==> src/rtl/cs_bist.sv <==
// cs_bist: self-test driver for the approximate-averaging CS core.
// Drives an LFSR-generated 8-bit sample stream on X and compacts the
// 10-bit CS results on Y into a 16-bit MISR signature once the sample
// window is full. Reports completion on done.
//
// Optional build macro: CS_BIST_COMPARE_EN
//   defined   - registers pass = (signature == EXP_SIG) on entry to DONE
//   undefined - no comparator; pass is tied to 0 and EXP_SIG is unused
//
// Capture handshake: y_valid is a pure qualifier with no back-pressure.
// Whenever y_valid is high, the Y value present in that cycle is folded
// into the signature at the closing posedge; Y is ignored otherwise.
// The FSM state is held in the `state` signal (state_t) for observation.

module cs_bist #(
  parameter int          N_PAT   = 2000,
  parameter int          LATENCY = 9,
  parameter logic [7:0]  SEED    = 8'hA5,
  parameter logic [15:0] EXP_SIG = 16'h0000
) (
  input  logic        clk,
  input  logic        reset,
  input  logic        start,
  input  logic        abort,
  output logic [7:0]  X,
  input  logic [9:0]  Y,
  output logic        busy,
  output logic        y_valid,
  output logic        done,
  output logic [15:0] pat_cnt,
  output logic [15:0] signature,
  output logic        pass
);

  typedef enum logic [1:0] {
    ST_IDLE = 2'd0,
    ST_RUN  = 2'd1,
    ST_DONE = 2'd2
  } state_t;

  // Last pat_cnt of a run (final capture), last index that advances X,
  // first index at which Y is valid.
  localparam logic [15:0] LAST_CNT   = 16'(N_PAT);
  localparam logic [15:0] LAST_X_CNT = 16'(N_PAT - 1);
  localparam logic [15:0] LAT_CNT    = 16'(LATENCY);
  // An all-zero seed would lock the LFSR, so it is replaced by 1.
  localparam logic [7:0]  SEED_EFF   = (SEED == 8'h00) ? 8'h01 : SEED;
  localparam logic [15:0] SIG_INIT   = 16'hFFFF;
  localparam logic [15:0] MISR_POLY  = 16'h1021;

  state_t state;
  state_t state_nxt;

  logic        start_ok;
  logic        at_end;
  logic [15:0] cnt_inc;
  logic [7:0]  lfsr_next;
  logic [15:0] misr_next;

  logic [7:0]  x_nxt;
  logic [15:0] cnt_nxt;
  logic [15:0] sig_nxt;
  logic        yv_nxt;
  logic        busy_nxt;
  logic        done_nxt;

  // abort outranks start, including when idle or done.
  assign start_ok  = start & ~abort;
  assign at_end    = (pat_cnt == LAST_CNT);
  assign cnt_inc   = pat_cnt + 16'd1;

  // Fibonacci LFSR x^8+x^6+x^5+x^4+1.
  assign lfsr_next = {X[6:0], X[7] ^ X[5] ^ X[4] ^ X[3]};

  // MISR with CRC-CCITT feedback; Y enters on the low bits.
  assign misr_next = {signature[14:0], 1'b0}
                   ^ (signature[15] ? MISR_POLY : 16'h0000)
                   ^ {6'b0, Y};

  // State register.
  always_ff @(posedge clk or negedge reset) begin
    if (!reset) begin
      state <= ST_IDLE;
    end else begin
      state <= state_nxt;
    end
  end

  // Next-state logic: start launches a run, abort cancels it, the final
  // capture moves to DONE.
  always_comb begin
    state_nxt = state;
    case (state)
      ST_IDLE, ST_DONE: begin
        if (start_ok) state_nxt = ST_RUN;
      end
      ST_RUN: begin
        if (abort)       state_nxt = ST_IDLE;
        else if (at_end) state_nxt = ST_DONE;
      end
      default: state_nxt = ST_IDLE;
    endcase
  end

  // Output logic: next values for the registered outputs.
  always_comb begin
    x_nxt    = X;
    cnt_nxt  = pat_cnt;
    sig_nxt  = signature;
    yv_nxt   = 1'b0;
    done_nxt = done;
    busy_nxt = (state_nxt == ST_RUN);
    case (state)
      ST_IDLE, ST_DONE: begin
        if (start_ok) begin
          x_nxt    = SEED_EFF;
          cnt_nxt  = 16'd0;
          sig_nxt  = SIG_INIT;
          done_nxt = 1'b0;
          yv_nxt   = (LAT_CNT == 16'd0);
        end
      end
      ST_RUN: begin
        if (abort) begin
          // Partial signature and current X/pat_cnt are left as they are.
          done_nxt = 1'b0;
        end else begin
          if (y_valid) sig_nxt = misr_next;
          if (at_end) begin
            done_nxt = 1'b1;
          end else begin
            cnt_nxt = cnt_inc;
            yv_nxt  = (cnt_inc >= LAT_CNT) && (cnt_inc <= LAST_CNT);
            // X stops advancing once the last sample has been issued and
            // holds through the final capture cycle.
            if (pat_cnt < LAST_X_CNT) x_nxt = lfsr_next;
          end
        end
      end
      default: begin
        done_nxt = 1'b0;
      end
    endcase
  end

  // Registered outputs; every port comes straight from a flop.
  always_ff @(posedge clk or negedge reset) begin
    if (!reset) begin
      X         <= 8'h00;
      pat_cnt   <= 16'd0;
      signature <= SIG_INIT;
      y_valid   <= 1'b0;
      busy      <= 1'b0;
      done      <= 1'b0;
    end else begin
      X         <= x_nxt;
      pat_cnt   <= cnt_nxt;
      signature <= sig_nxt;
      y_valid   <= yv_nxt;
      busy      <= busy_nxt;
      done      <= done_nxt;
    end
  end

`ifdef CS_BIST_COMPARE_EN
  logic pass_nxt;

  // Pass flag: evaluated against the final signature on entry to DONE,
  // cleared when a run starts or is aborted.
  always_comb begin
    pass_nxt = pass;
    case (state)
      ST_IDLE, ST_DONE: begin
        if (start_ok) pass_nxt = 1'b0;
      end
      ST_RUN: begin
        if (abort)       pass_nxt = 1'b0;
        else if (at_end) pass_nxt = (sig_nxt == EXP_SIG);
      end
      default: pass_nxt = 1'b0;
    endcase
  end

  // Pass register.
  always_ff @(posedge clk or negedge reset) begin
    if (!reset) begin
      pass <= 1'b0;
    end else begin
      pass <= pass_nxt;
    end
  end
`else
  logic unused_exp_sig;

  // No comparator in this build.
  assign pass           = 1'b0;
  assign unused_exp_sig = ^EXP_SIG;
`endif

endmodule

==> config.mk <==
export PLATFORM = sky130hd
export DESIGN_NAME = cs_bist
export DESIGN_NICKNAME = d
export VERILOG_FILES = /design/src/rtl/cs_bist.sv
export SDC_FILE = /design/constraint.sdc
export NUM_CORES = 1
export LEC_CHECK = 0
export BUFFER_PORTS_ARGS = -buffer_cell sky130_fd_sc_hd__buf_2
export CAP_MARGIN = 15
export CORE_MARGIN = 4
export CORE_UTILIZATION = 58
export DETAILED_ROUTE_END_ITERATION = 10
export GPL_TIMING_DRIVEN = 0
export PLACE_DENSITY = 0.95
export SYNTH_ARGS = -nofsm -noshare
export SYNTH_HDL_FRONTEND = slang
export SYNTH_SLANG_ARGS = --single-unit
==> constraint.sdc <==
create_clock -name clk -period 5.1 [get_ports clk]
set_clock_uncertainty 0.15 [all_clocks]
set_input_delay 0 -clock clk [delete_from_list [all_inputs] [get_ports clk]]
set_output_delay 0 -clock clk [all_outputs]
set_load 0.02 [all_outputs]
==> results.md <==
- Outcome: finished clean
- R2R depth: 8
- Endpoint class of the critical path: flop
- Largest family of logic cells by synthesized area: simple AND/OR/NAND/NOR gates
- Pre-CTS WS: between 2 and 2.5 ns
- YS warnings: 0
- Final period demand of the worst path: 2.74 ns
- EDFF count, synth: 0
- Post-layout nets: 394
- Clock Sinks: 45
- F_max: approximately 0.37 GHz
- P&R area growth vs syn: 23.6%
- Post-synthesis register bit count: 45
- Synth Net Count: ~310
- Xor/xnor share of the synthesized area: under 10%
- Placed cell count: between 400 and 500
- Global-route wire length before repair: 11400 µm
- Critical path required time: a little over 5 ns
- Share of cells above drive strength 1: a little over a quarter
- RSZ-0062 raised after global routing: false
- Detail Route Antenna Nets: 0
- Mux cell area share after synthesis: 0%
- CP Data Arrival Time: approximately 2.8 ns
- Die X-Extent: 74.7 µm
- Initial Utilization: roughly 62%
- WL per Instance: around 17 µm
- Post-Synth Adder-Cell Area: about 1.5%
- Initial antenna violation count: 0
- Number of I/O pins: 58
- FP Rows: 23
- H-tree depth: 2
- CTS tree: built
- Setup TNS: 0 ns
- Largest net degree at the start of global routing: 46
- # diodes: 0
- Cts bufs inserted: 5
- P per Cell Area: ~310 mW/mm²
- Asr flop ratio synth: 100%
- Final hold vios: 0
- Compound-cell area share of the yosys netlist: between 10% and 20%
- Critical-path maximum fanout: 10
- HPWL Detailed: around 4600 µm
- RR Startpoint: pat_cnt[0]
- Port Buffers: 56
- Count of different cell masters after synthesis: 48
- Worst Max-Slew Pin Slew: a little under 1 ns
- Crit Path Category: flop to flop
- PnR worst setup slack: around 2.4 ns
- Setup Fix Bufs, Post-CTS: 0
- Tightest Hold Check Type: input pin to async pin
- Root buf cell: clkbuf_8
- TritonRoute pass-1 iters: 5
- Leakage power: 0.00141 µW
- Rel. slew slack: approximately a third
- Longest Clk Path Bufs: 2
- Placer Congestion: 0.923
- Simple-Gate Fraction of Synth Area: 22.6%
- Vias after detailed routing: between 2000 and 3000
- Ys flop type: dfrtp_1
- Post-Synthesis Cell Area: ~0.0026 mm²
- Syn Area/Cell: around 8.7 µm²
- Post-route clock period utilization: a little over half
- Die Ht: roughly 75 µm
- Worst setup SP type: flop
- Remaining global-route overflow: 0
- Via-to-Cell Ratio: ~6.2
- Die area: about 0.0056 mm²
- Total of max-cap violations: 0
- Initial DRC Count: around 210
- Vias in the first global route: approximately 2400
- CORE AREA: 0.00414 mm²
- Final Slew Violations: 0
- GR Util All Layers: a little over a quarter
- Total routed wirelength: just over 7000 µm
- VDD IR max: 0.145 mV
- Fillers: approximately 280
- Worst-path clk slew: approximately 0.090 ns
- Cells after Synth: roughly 300
- Layout Cells excl Fill: ~430
- # setup viols final: 0
- Seq/Total Area, Yosys: between 40% and 50%
- R2R setup slack: 2.36 ns
- Drc violations: 0
- Reg-to-Reg End: y_valid
- Worst-Skew Late Latency: 0.30 ns
==> cells in the final DEF (no fill, tap or decap), drive strengths merged, types with 3 or more instances in the layout <==
cell type	instances
nor4	3
a21oi	17
o41ai	3
nand3b	3
dlygate4sd3	17
a31oi	14
inv	10
ha	3
nand2	25
nor2b	3
nand4	6
o31ai	7
nand2b	4
buf	67
nor2	43
dfrtp	29
nor3	7
nand3	10
xnor2	15
o21ai	31
dfstp	16
clkbuf	17
==> Yosys cell counts, drive strengths merged (7+ instances only) <==
cell type   n  area share [%]
nor2       43             6.3
o21ai      31             6.0
dfrtp      29              28
nand2      25             3.6
a21oi      17             3.3
dfstp      16              16
xnor2      15             5.1
a31oi      14             3.4
buf        11             2.7
clkbuf     11             1.6
inv        10             1.5
nand3      10             2.1
nor3        7             1.6
o31ai       7             2.0
==> kinds of logic after synthesis <==
group	after synthesis
adders and majority gates	3
AOI/OAI and AO/OA	84
xor gates and xnor gates	17
buffers and inverters	32
DFF	45
other	1
and+or+nand+nor	115
==> how the worst max path moves through the flow <==
stage / start / end / slack, ns / cells after the start
final: pat_cnt[0] / y_valid / 2.36 / 8
after global routing: pat_cnt[0] / pat_cnt[10] / 2.20 / 8
after CTS: pat_cnt[0] / y_valid / 2.40 / 8
after detailed placement: pat_cnt[0] / y_valid / 2.44 / 8
after global placement: pat_cnt[0] / y_valid / 2.55 / 8
after floorplan: pat_cnt[0] / y_valid / 2.64 / 8
==> layout make-up <==
class	instances	area, µm²	area share, %
plain buffers	22	111	3.49
clock buffers	6	82.6	2.59
clock inverters	2	13.8	0.431
inverters	10	37.5	1.18
multi-input cells	220	1290	40.3
flip-flops and latches	45	1150	35.9
well taps	50	62.6	1.96
repair buffers	73	450	14.1
==> where the power goes <==
| part | internal (µW) | total [µW] | switching, µW |
|---|---|---|---|
| registers | 420 | 473 | 53.3 |
| logic | 112 | 290 | 178 |
| clock network | 110 | 233 | 123 |
| total | 642 | 996 | 354 |
==> critical path: stages, from the launching register on <==
cell and delay (ns):
dfrtp_1 0.49, ha_1 0.25, buf_2 0.18, nand3_1 0.25, nand2_1 0.13, a2111oi_2 0.40
a21oi_1 0.10, or4b_1 0.54, nor3_2 0.18
==> routing by layer <==
metal	global-route usage, %	part of all wire, %	up-vias
met5	0	0	-
met4	13.2	4.3	0
met3	4.67	7.9	35
met2	44.9	50	144
met1	32.8	38	1248
li1	-	-	1213
==> repair_timing <==
item | in CTS | in global routing
endpoints found under the hold margin | 42 | 0
hold buffers | 17 | 0
resized for setup | 0 | 0
==> state kept, by name (all words and copies together), names as in the netlist <==
name and cells:
pat_cnt 16, done 1, X 8, state 2, busy 1, signature 16
y_valid 1
==> per-stage QoR <==
stage / utilization (%) / hold WS [ns] / area (µm²) / power [µW]
floorplan: - / -0.446 / 2580 / 649
global placement: 70.6 / 0.0402 / 2920 / 733
detailed placement: 70.6 / 0.0545 / 2920 / 746
CTS: 77.0 / 0.264 / 3190 / 994
global route: 77.0 / 0.327 / 3190 / 1040
finish: 77.0 / 0.241 / 3190 / 996
(Power assumes the default switching activity.)
